===== src/rtl/tlul_arb_pkg.sv =====
// tlul_arb_pkg: lock-state enum and host-index sizing for tlul_mem_arbiter
package tlul_arb_pkg;
  typedef enum logic {IDLE, HOLD} arb_state_e;
  function automatic int idx_w(input int n);
    return (n > 1) ? $clog2(n) : 1;
  endfunction
  localparam int DefNumHosts = 4;
  typedef logic [idx_w(DefNumHosts)-1:0] host_idx_t;
endpackage


===== src/rtl/tlul_pkg.sv =====
// tlul_pkg: TL-UL A/D channel structs shared by hosts, arbiter and memory bridge
package tlul_pkg;
  typedef struct packed {
    logic        a_valid;
    logic [2:0]  a_opcode;
    logic [2:0]  a_param;
    logic [1:0]  a_size;
    logic [7:0]  a_source;
    logic [31:0] a_address;
    logic [3:0]  a_mask;
    logic [31:0] a_data;
    logic        d_ready;
  } tl_h2d_t;
  typedef struct packed {
    logic        d_valid;
    logic [2:0]  d_opcode;
    logic [2:0]  d_param;
    logic [1:0]  d_size;
    logic [7:0]  d_source;
    logic        d_sink;
    logic [31:0] d_data;
    logic        d_error;
    logic        a_ready;
  } tl_d2h_t;
endpackage


===== src/rtl/tlul_arb_idx_fifo.sv =====
// tlul_arb_idx_fifo: synchronous FIFO (power-of-2 depth) with full/empty flags and occupancy count
module tlul_arb_idx_fifo #(
  parameter int Width = 2,
  parameter int Depth = 8
) (
  input  logic                       clk_i,
  input  logic                       rst_i,
  input  logic                       push_i,
  input  logic [Width-1:0]           data_i,
  input  logic                       pop_i,
  output logic [Width-1:0]           data_o,
  output logic                       full_o,
  output logic                       empty_o,
  output logic [$clog2(Depth):0]     count_o
);
  localparam int AW = $clog2(Depth);
  logic [Width-1:0] mem_q [Depth];
  logic [AW-1:0] wptr_q, wptr_d, rptr_q, rptr_d;
  logic [AW:0] cnt_q, cnt_d;
  logic do_push, do_pop;
  always_comb begin
    do_push = push_i && !full_o;
    do_pop  = pop_i && !empty_o;
    wptr_d  = wptr_q + AW'(do_push);
    rptr_d  = rptr_q + AW'(do_pop);
    cnt_d   = cnt_q + (AW+1)'(do_push) - (AW+1)'(do_pop);
  end
  always_ff @(posedge clk_i or posedge rst_i) begin
    if (rst_i) begin
      wptr_q <= '0;
      rptr_q <= '0;
      cnt_q  <= '0;
    end else begin
      wptr_q <= wptr_d;
      rptr_q <= rptr_d;
      cnt_q  <= cnt_d;
    end
  end
  always_ff @(posedge clk_i) begin
    if (do_push) mem_q[wptr_q] <= data_i;
  end
  assign data_o  = mem_q[rptr_q];
  assign full_o  = cnt_q == (AW+1)'(Depth);
  assign empty_o = cnt_q == '0;
  assign count_o = cnt_q;
endmodule


===== src/rtl/tlul_mem_arbiter.sv =====
// tlul_mem_arbiter: round-robin TL-UL host arbiter onto one memory port, in-order response routing.
// Define TLUL_ARB_PERF_EN to build per-host accepted-request counters.
module tlul_mem_arbiter
  import tlul_arb_pkg::*;
#(
  parameter int NumHosts       = 4,
  parameter int MaxOutstanding = 8
) (
  input  logic                            clk_i,
  input  logic                            rst_i,
  input  tlul_pkg::tl_h2d_t               tl_h_i [NumHosts],
  output tlul_pkg::tl_d2h_t               tl_h_o [NumHosts],
  output tlul_pkg::tl_h2d_t               tl_d_o,
  input  tlul_pkg::tl_d2h_t               tl_d_i,
  output logic [$clog2(MaxOutstanding):0] outstanding_o,
  output logic                            err_o,
  output logic [31:0]                     grant_cnt_o [NumHosts]
);
  localparam int IW = idx_w(NumHosts);
  typedef logic [IW-1:0] idx_t;
  localparam idx_t LastIdx = idx_t'(NumHosts - 1);
  arb_state_e state_q, state_d;
  idx_t rr_q, rr_d, lock_q, lock_d, arb_idx, cand, gnt, head;
  logic [NumHosts-1:0] req;
  logic err_q, err_d, full, empty, gv, accept, pop, found;
  always_comb begin
    for (int i = 0; i < NumHosts; i++) req[i] = tl_h_i[i].a_valid;
  end
  always_comb begin
    arb_idx = rr_q;
    found   = 1'b0;
    cand    = rr_q;
    for (int i = 0; i < NumHosts; i++) begin
      if (!found && req[cand]) begin
        found   = 1'b1;
        arb_idx = cand;
      end
      cand = (cand == LastIdx) ? '0 : cand + 1'b1;
    end
  end
  always_ff @(posedge clk_i or posedge rst_i) begin
    if (rst_i) begin
      state_q <= IDLE;
      lock_q  <= '0;
    end else begin
      state_q <= state_d;
      lock_q  <= lock_d;
    end
  end
  // A stalled request is pinned to its host so tl_d_o stays stable until accepted.
  always_comb begin
    state_d = (state_q == IDLE && tl_d_o.a_valid && !tl_d_i.a_ready) ? HOLD :
              (state_q == HOLD && accept) ? IDLE : state_q;
    lock_d  = (state_q == IDLE) ? gnt : lock_q;
  end
  always_comb begin
    gnt = (state_q == HOLD) ? lock_q : arb_idx;
  end
  assign gv     = req[gnt];
  assign accept = tl_d_o.a_valid && tl_d_i.a_ready;
  assign pop    = !empty && tl_d_i.d_valid && tl_d_o.d_ready;
  always_comb begin
    tl_d_o         = tl_h_i[gnt];
    tl_d_o.a_valid = gv && !full;
    tl_d_o.d_ready = empty ? 1'b1 : tl_h_i[head].d_ready;
    for (int i = 0; i < NumHosts; i++) begin
      tl_h_o[i] = '0;
      if (!empty && head == idx_t'(i)) tl_h_o[i] = tl_d_i;
      tl_h_o[i].a_ready = (gnt == idx_t'(i)) && gv && tl_d_i.a_ready && !full;
    end
  end
  always_comb begin
    rr_d  = accept ? ((gnt == LastIdx) ? '0 : gnt + 1'b1) : rr_q;
    err_d = err_q | (empty & tl_d_i.d_valid);
  end
  always_ff @(posedge clk_i or posedge rst_i) begin
    if (rst_i) begin
      rr_q  <= '0;
      err_q <= 1'b0;
    end else begin
      rr_q  <= rr_d;
      err_q <= err_d;
    end
  end
  assign err_o = err_q;
  tlul_arb_idx_fifo #(
    .Width(IW),
    .Depth(MaxOutstanding)
  ) u_fifo (
    .clk_i  (clk_i),
    .rst_i  (rst_i),
    .push_i (accept),
    .data_i (gnt),
    .pop_i  (pop),
    .data_o (head),
    .full_o (full),
    .empty_o(empty),
    .count_o(outstanding_o)
  );
`ifdef TLUL_ARB_PERF_EN
  logic [31:0] cnt_q [NumHosts];
  logic [31:0] cnt_d [NumHosts];
  always_comb begin
    for (int i = 0; i < NumHosts; i++) cnt_d[i] = cnt_q[i] + 32'(accept && gnt == idx_t'(i));
  end
  always_ff @(posedge clk_i or posedge rst_i) begin
    if (rst_i) begin
      for (int i = 0; i < NumHosts; i++) cnt_q[i] <= '0;
    end else begin
      for (int i = 0; i < NumHosts; i++) cnt_q[i] <= cnt_d[i];
    end
  end
  always_comb begin
    for (int i = 0; i < NumHosts; i++) grant_cnt_o[i] = cnt_q[i];
  end
`else
  always_comb begin
    for (int i = 0; i < NumHosts; i++) grant_cnt_o[i] = '0;
  end
`endif
endmodule


===== config.mk =====
export PLATFORM = sky130hd
export DESIGN_NAME = tlul_mem_arbiter
export DESIGN_NICKNAME = d
export VERILOG_FILES = /design/src/rtl/tlul_arb_pkg.sv /design/src/rtl/tlul_pkg.sv /design/src/rtl/tlul_arb_idx_fifo.sv /design/src/rtl/tlul_mem_arbiter.sv
export SDC_FILE = /design/constraint.sdc
export NUM_CORES = 1
export LEC_CHECK = 0
export ABC_AREA = 1
export CAP_MARGIN = 20
export CORE_AREA = 2 2 322 324
export CTS_CLUSTER_DIAMETER = 50
export DETAILED_ROUTE_END_ITERATION = 10
export DIE_AREA = 0 0 324 326
export GPL_ROUTABILITY_DRIVEN = 0
export PLACE_DENSITY = 0.31
export SYNTH_ARGS = -nofsm -noshare
export SYNTH_HDL_FRONTEND = slang
export SYNTH_HIERARCHICAL = 1
export SYNTH_SLANG_ARGS = --single-unit

===== constraint.sdc =====
create_clock -name clk_i -period 3.19 [get_ports clk_i]
set_input_delay 0.638 -clock clk_i [delete_from_list [all_inputs] [get_ports clk_i]]
set_output_delay 0.638 -clock clk_i [all_outputs]
set_load 0.01 [all_outputs]

After elaboration in Yosys (flattened, before gate mapping)
Memories as Yosys holds them, arrays and structs flattened. Cells that the tools add are included.

Logic and storage cells: 112. RAM bits: 16. Memories: 1. Output and inout port bits: 427. Bits in registers: 16. Input bits: 398.

Bitwise gates (word level): 5. Reduce and logical (&&, ||, !) cells: 38. $lt $le $gt $ge: 7. Add/subtract/negate cells: 8. Equality and inequality tests: 10. Mux-type cells: 36.

Memories: u_fifo.mem_q (words 8, bits a word 2, read ports 1, clocked after memory_dff 0, write ports 1, line tlul_arb_idx_fifo.sv:17) `logic [Width-1:0] mem_q [Depth];`.

Operator list (count): 86-bit binary-select mux with 2-bit select (2); 52-bit two-way mux (4); 85-bit two-way mux (2); 1-bit logical AND (28); 2-bit two-way mux (8); 2-bit by 3-bit < comparator with 1-bit output (second input constant) (5); 1-bit two-way mux (15); 2-bit == test (second input constant) (7); 1-bit binary-select mux with 2-bit select (5); 2-bit by 1-bit adder with 2-bit output (second input constant) (4); 3-bit by 1-bit adder with 3-bit output (2); 3-bit >= comparator (second input constant) (2); 1-bit zero test (6); 2-bit inverter with 3-bit output (2); 4-bit by 1-bit adder with 4-bit output (1); 2-bit by 1-bit == test with 1-bit output (second input constant) (2); 4-bit == test (second input constant) (1); 2-bit zero test (2); 4-bit zero test (1); 4-bit by 1-bit subtractor with 4-bit output (1); 2-bit nonzero test (1); 1-bit AND (1); 1-bit inverter (1); 1-bit bitwise OR (1).

Logic depth before layout (Yosys ltp)
Word-level depth: 20. Gate-level depth with buffers: 25. Gate-level depth less buffers: 25.

Hierarchy
Netlist, hierarchy kept.

By module, submodules not included: tlul_mem_arbiter (cells each 1026, area each 5331.4 um^2, instances 1, sequential area each 150.1 um^2); tlul_arb_idx_fifo (cells each 130, area each 1297.5 um^2, instances 1, sequential area each 730.7 um^2).

Least setup slack after synthesis
Ideal clock, no wire load.

Path type: flip-flop to flip-flop. Start point: reg rr_q[0]. End point: reg u_fifo.cnt_q[2], in the netlist u_fifo/count_o[2]. Stages on the path, launching flop included: 25. Slack: -0.199 ns. Setup time: 0.123 ns. Buffers on the path: 2. Clock period less this slack: 3.389 ns. Data arrival time: 3.266 ns. Required time: 3.067 ns. Cell sequence: dfrtp_1 > ha_1 > buf_2 > inv_1 > nand2_1 > nand2_1 > nand2_1 > nand2_1 > inv_1 > nand3_1 > nand2_1 > inv_2 > nand2_2 > nand2_1 > buf_4 > nand2_1 > nand3_2 > nand4_2 > inv_1 > o21ai_4 > ha_1 > inv_1 > ha_1 > fa_1 > xor2_1.

Word-level cells in the longest chain between the ends: 20. Elaborated cells between the ends (all ways): 37. Those cells by class: 5 x add/sub; 3 x eq/ne; 20 x mux; 9 x reduce/logical.

Ends and longest elaborated chain: from (decl) (line tlul_mem_arbiter.sv:23) `idx_t rr_q, rr_d, lock_q, lock_d, arb_idx, cand, gnt, head;`; from (signal assigned) (line tlul_mem_arbiter.sv:81) `rr_q <= rr_d;`; branches (longest 11 deep; another with 2-bit by 1-bit adder with 2-bit output); 2-bit two-way mux (*) (line tlul_mem_arbiter.sv:34) `if (!found && req[cand]) begin`; 2-bit two-way mux (*) (line tlul_mem_arbiter.sv:57) `gnt = (state_q == HOLD) ? lock_q : arb_idx;`; 1-bit binary-select mux with 2-bit select (*) (line tlul_mem_arbiter.sv:59) `assign gv = req[gnt];`; 1-bit two-way mux (implied by the code) (*) (line tlul_mem_arbiter.sv:59); 1-bit logical AND (*) (line tlul_mem_arbiter.sv:64) `tl_d_o.a_valid = gv && !full;`; 1-bit logical AND (*) (line tlul_mem_arbiter.sv:60) `assign accept = tl_d_o.a_valid && tl_d_i.a_ready;`; named net accept (line tlul_mem_arbiter.sv:25) `logic err_q, err_d, full, empty, gv, accept, pop, found;`; 1-bit logical AND (*) (line tlul_arb_idx_fifo.sv:22) `do_push = push_i && !full_o;`; 4-bit by 1-bit adder with 4-bit output (*) (line tlul_arb_idx_fifo.sv:26) `cnt_d = cnt_q + (AW+1)'(do_push) - (AW+1)'(do_pop);`; 4-bit by 1-bit subtractor with 4-bit output (*) (line tlul_arb_idx_fifo.sv:26); named net u_fifo.cnt_d[2] (line tlul_arb_idx_fifo.sv:19) `logic [AW:0] cnt_q, cnt_d;`; to (signal assigned) (line tlul_arb_idx_fifo.sv:36) `cnt_q <= cnt_d;`; to (decl) (line tlul_arb_idx_fifo.sv:19).

Mark *: on every way through the listed nets, which the timed path passes. The select of a mux whose other input is x is not followed. A chain may end at the register's enable or synchronous reset.

==> results_dict.tcl <==
set metrics [dict create \
    rsz0062_at_grt "yes" \
    rows 118 \
    max_stage_delay_ps 440 \
    fin_crit_sh_pct 113 \
    hold_ws_ps 490 \
    die_y_um 326 \
    combPwrFrac_pct 94.9 \
    seq_area_um2 883 \
    dpl.hpwl_mm 54.5 \
    setup_tns_ps -21860 \
    cts_made_buffers 5 \
    wl_per_cell_um 20.1 \
    p_int_mw 12.7 \
    finalCriticalPeriod_ps 3600 \
    cts.sinks 32 \
    crit_family "buffers and inverters" \
    fin_area_um2 17600 \
    status "complete, but fails checks" \
    grt_max_degree 52 \
    avgSynthCellArea_um2 5.73 \
    clkTransAtPathRegs_ps 60 \
    setup_viol 92 \
    area_delta_synth_final_pct 165 \
    via_count 10800 \
    switchingPower_mw 13.2 \
    grtUsageTotal_pct 11.7 \
    ys_seq_area_share_pct 13.3 \
    critical_path.endpoint_type "primary output" \
    violations "negative setup slack" \
    dp_worst_setup_slack_ps -1100 \
    multi_input_area_um2 5160 \
    initial_utilization_pct 6.46 \
    via_per_inst 3.22 \
    switching_share_pct 51.0 \
    nets 2366 \
    setup_slack_ps -415 \
    clk_latency_ps 280 \
    synth_ff_type "edfxtp_1" \
    grt_pass1_wl_mm 86.6 \
    wl_mm 67.2 \
    ctsLongestPathBuffers 2 \
    synth_seq_cells 32 \
    cp_num_buf_inv 7 \
    die_x_um 324 \
    final_common_cell "clkdlybuf4s50_1" \
    core_um2 103000 \
    htreeDepth 2 \
    power.leakage_nw 8.11 \
    vdd_drop_max_uv 944 \
    yosysUniqueCellTypes 31 \
    cp_cell_sequence "ha_4, inv_4, nand2_4, nand2_2, nand2_2, nand2_4, inv_4, nand3_2, nand2_2, inv_4, a21boi_4, buf_12, buf_16, buf_6, nor2_2, o211ai_1, buf_2" \
    layout-drive-gt1-share_pct 23.7 \
    grt_pass1_vias 10800 \
    async_flop_share_pct 50.0 \
    start_kind "flop" \
    drt_pass1_iterations 4 \
    ctsRootBufferMaster "clkbuf_16" \
    clkPwrFrac_pct 2.1 \
    yosys_warnings 6 \
    max_freq_ghz 0.277 \
    worst_path_max_delay_cell "o211ai_1" \
    slew_viol_final 0 \
    cp.required_ps 2550 \
    placed_cell_area_um2 15300 \
    power_mw 25.9 \
    antenna_found_initial 17 \
    cts_tree "yes" \
    port-buffer-count 696 \
    first_iter_violations 441 \
    clock_skew_ps 4.84 \
    final_util_pct 17.1 \
    final_cell_mix "clkdlybuf4s50_1 (537), nor2_1 (243), nand3_1 (161)" \
    grt_overflow_total 0 \
    dp.cells 3238 \
    final_antenna_net_count 0 \
    synth_edf_count 16 \
    syn_area_um2 6630 \
    power_frac_seq_pct 3.0 \
    num-fill-cells 11700 \
    critPathKind "flop to primary output" \
    hold_path_class "flop to flop" \
    pin_count 825 \
    maxSlewHeadroom_pct 54.0 \
    timing_hold_violations_final 0 \
    crit_fanout 6 \
    postSynthCellCount 1156 \
    instances_no_fill 3348 \
    die_area_um2 106000 \
    maxCapViolCount 0 \
    powerDensity_nw_per_um2 1470 \
    crit_arrival_ps 2970 \
    worstMarginPinSlew_ps 688 \
    drc 0 \
]
-- synthesized netlist by cell type (all sizes together) (4+ instances only) --
| master | instances | area, µm² |
|---|---|---|
| nor2 | 301 | 1130 |
| nand3 | 206 | 1040 |
| buf | 186 | 1300 |
| inv | 104 | 393 |
| nand2 | 90 | 358 |
| o21ai | 86 | 442 |
| o211ai | 84 | 631 |
| clkbuf | 32 | 129 |
| dfrtp | 16 | 400 |
| edfxtp | 16 | 480 |
| ha | 13 | 163 |
| nor3 | 8 | 40.0 |
| xor2 | 4 | 35.0 |
-- state kept, by name, summed over array words and instances, names as in the netlist --
name	flops
u_fifo/mem_q	16
u_fifo/count_o	4
u_fifo/rptr_q	3
u_fifo/wptr_q	3
lock_q	2
rr_q	2
err_o	1
state_q	1
-- power groups by stage --
stage | Clock (mW) | Combinational, mW | Sequential [mW]
after global placement | 0 | 19.9 | 0.785
after detailed placement | 0 | 19.7 | 0.787
after CTS | 0.559 | 23.4 | 0.785
final | 0.545 | 24.6 | 0.790
after global routing | 0.576 | 26.4 | 0.815
after floorplan | 0 | 8.70 | 0.769
-- area by class of cell --
class	instances	area share (%)
repair buffers	881	52.4
multi-input cells	929	29.3
well taps	1380	9.81
flip-flops and latches	32	5.02
inverters	105	2.33
clock buffers	5	0.711
clock inverters	3	0.242
diodes	13	0.185
-- layer usage --
metal | vias to the layer above | track usage, % | wire (µm)
li1 | 5166 | - | -
met1 | 5035 | 12.7 | 25400
met2 | 509 | 20.5 | 33300
met3 | 57 | 4.59 | 6340
met4 | 6 | 3.92 | 2090
met5 | - | 0 | 41
-- worst paths after layout --
kind,cells past startpoint,start,slack (ps),end
setup / recovery,17,rr_q[0],-410,tl_d_o[44]
hold / removal,1,err_o,490,err_o
setup reg to reg,23,rr_q[0],-230,u_fifo/count_o[2]
hold reg to reg,1,err_o,490,err_o
max in group asynchronous,2,rst_i,2080,u_fifo/rptr_q[0]
min in group asynchronous,2,rst_i,710,rr_q[1]
-- logic make-up (layout without fill, tap and decap cells) --
family,Yosys count,in the layout,synth area share [%]
buffers and inverters,323,994,27.6
other,1,141,0.0566
AOI/OAI and AO/OA,175,175,16.7
and+or+nand+nor,607,608,39.1
DFF,32,32,13.3
adders and majority gates,14,14,2.76
xor gates and xnor gates,4,4,0.528
-- what timing repair did --
action / CTS / global route
cloned: 16 / 7
hold buffers: 0 / 0
setup buffers: 47 / 24
gates resized for setup: 588 / 178
pin swaps: 81 / 47
setup endpoints to repair: 221 / 286
Note: power is estimated with default switching activity, not from simulation.
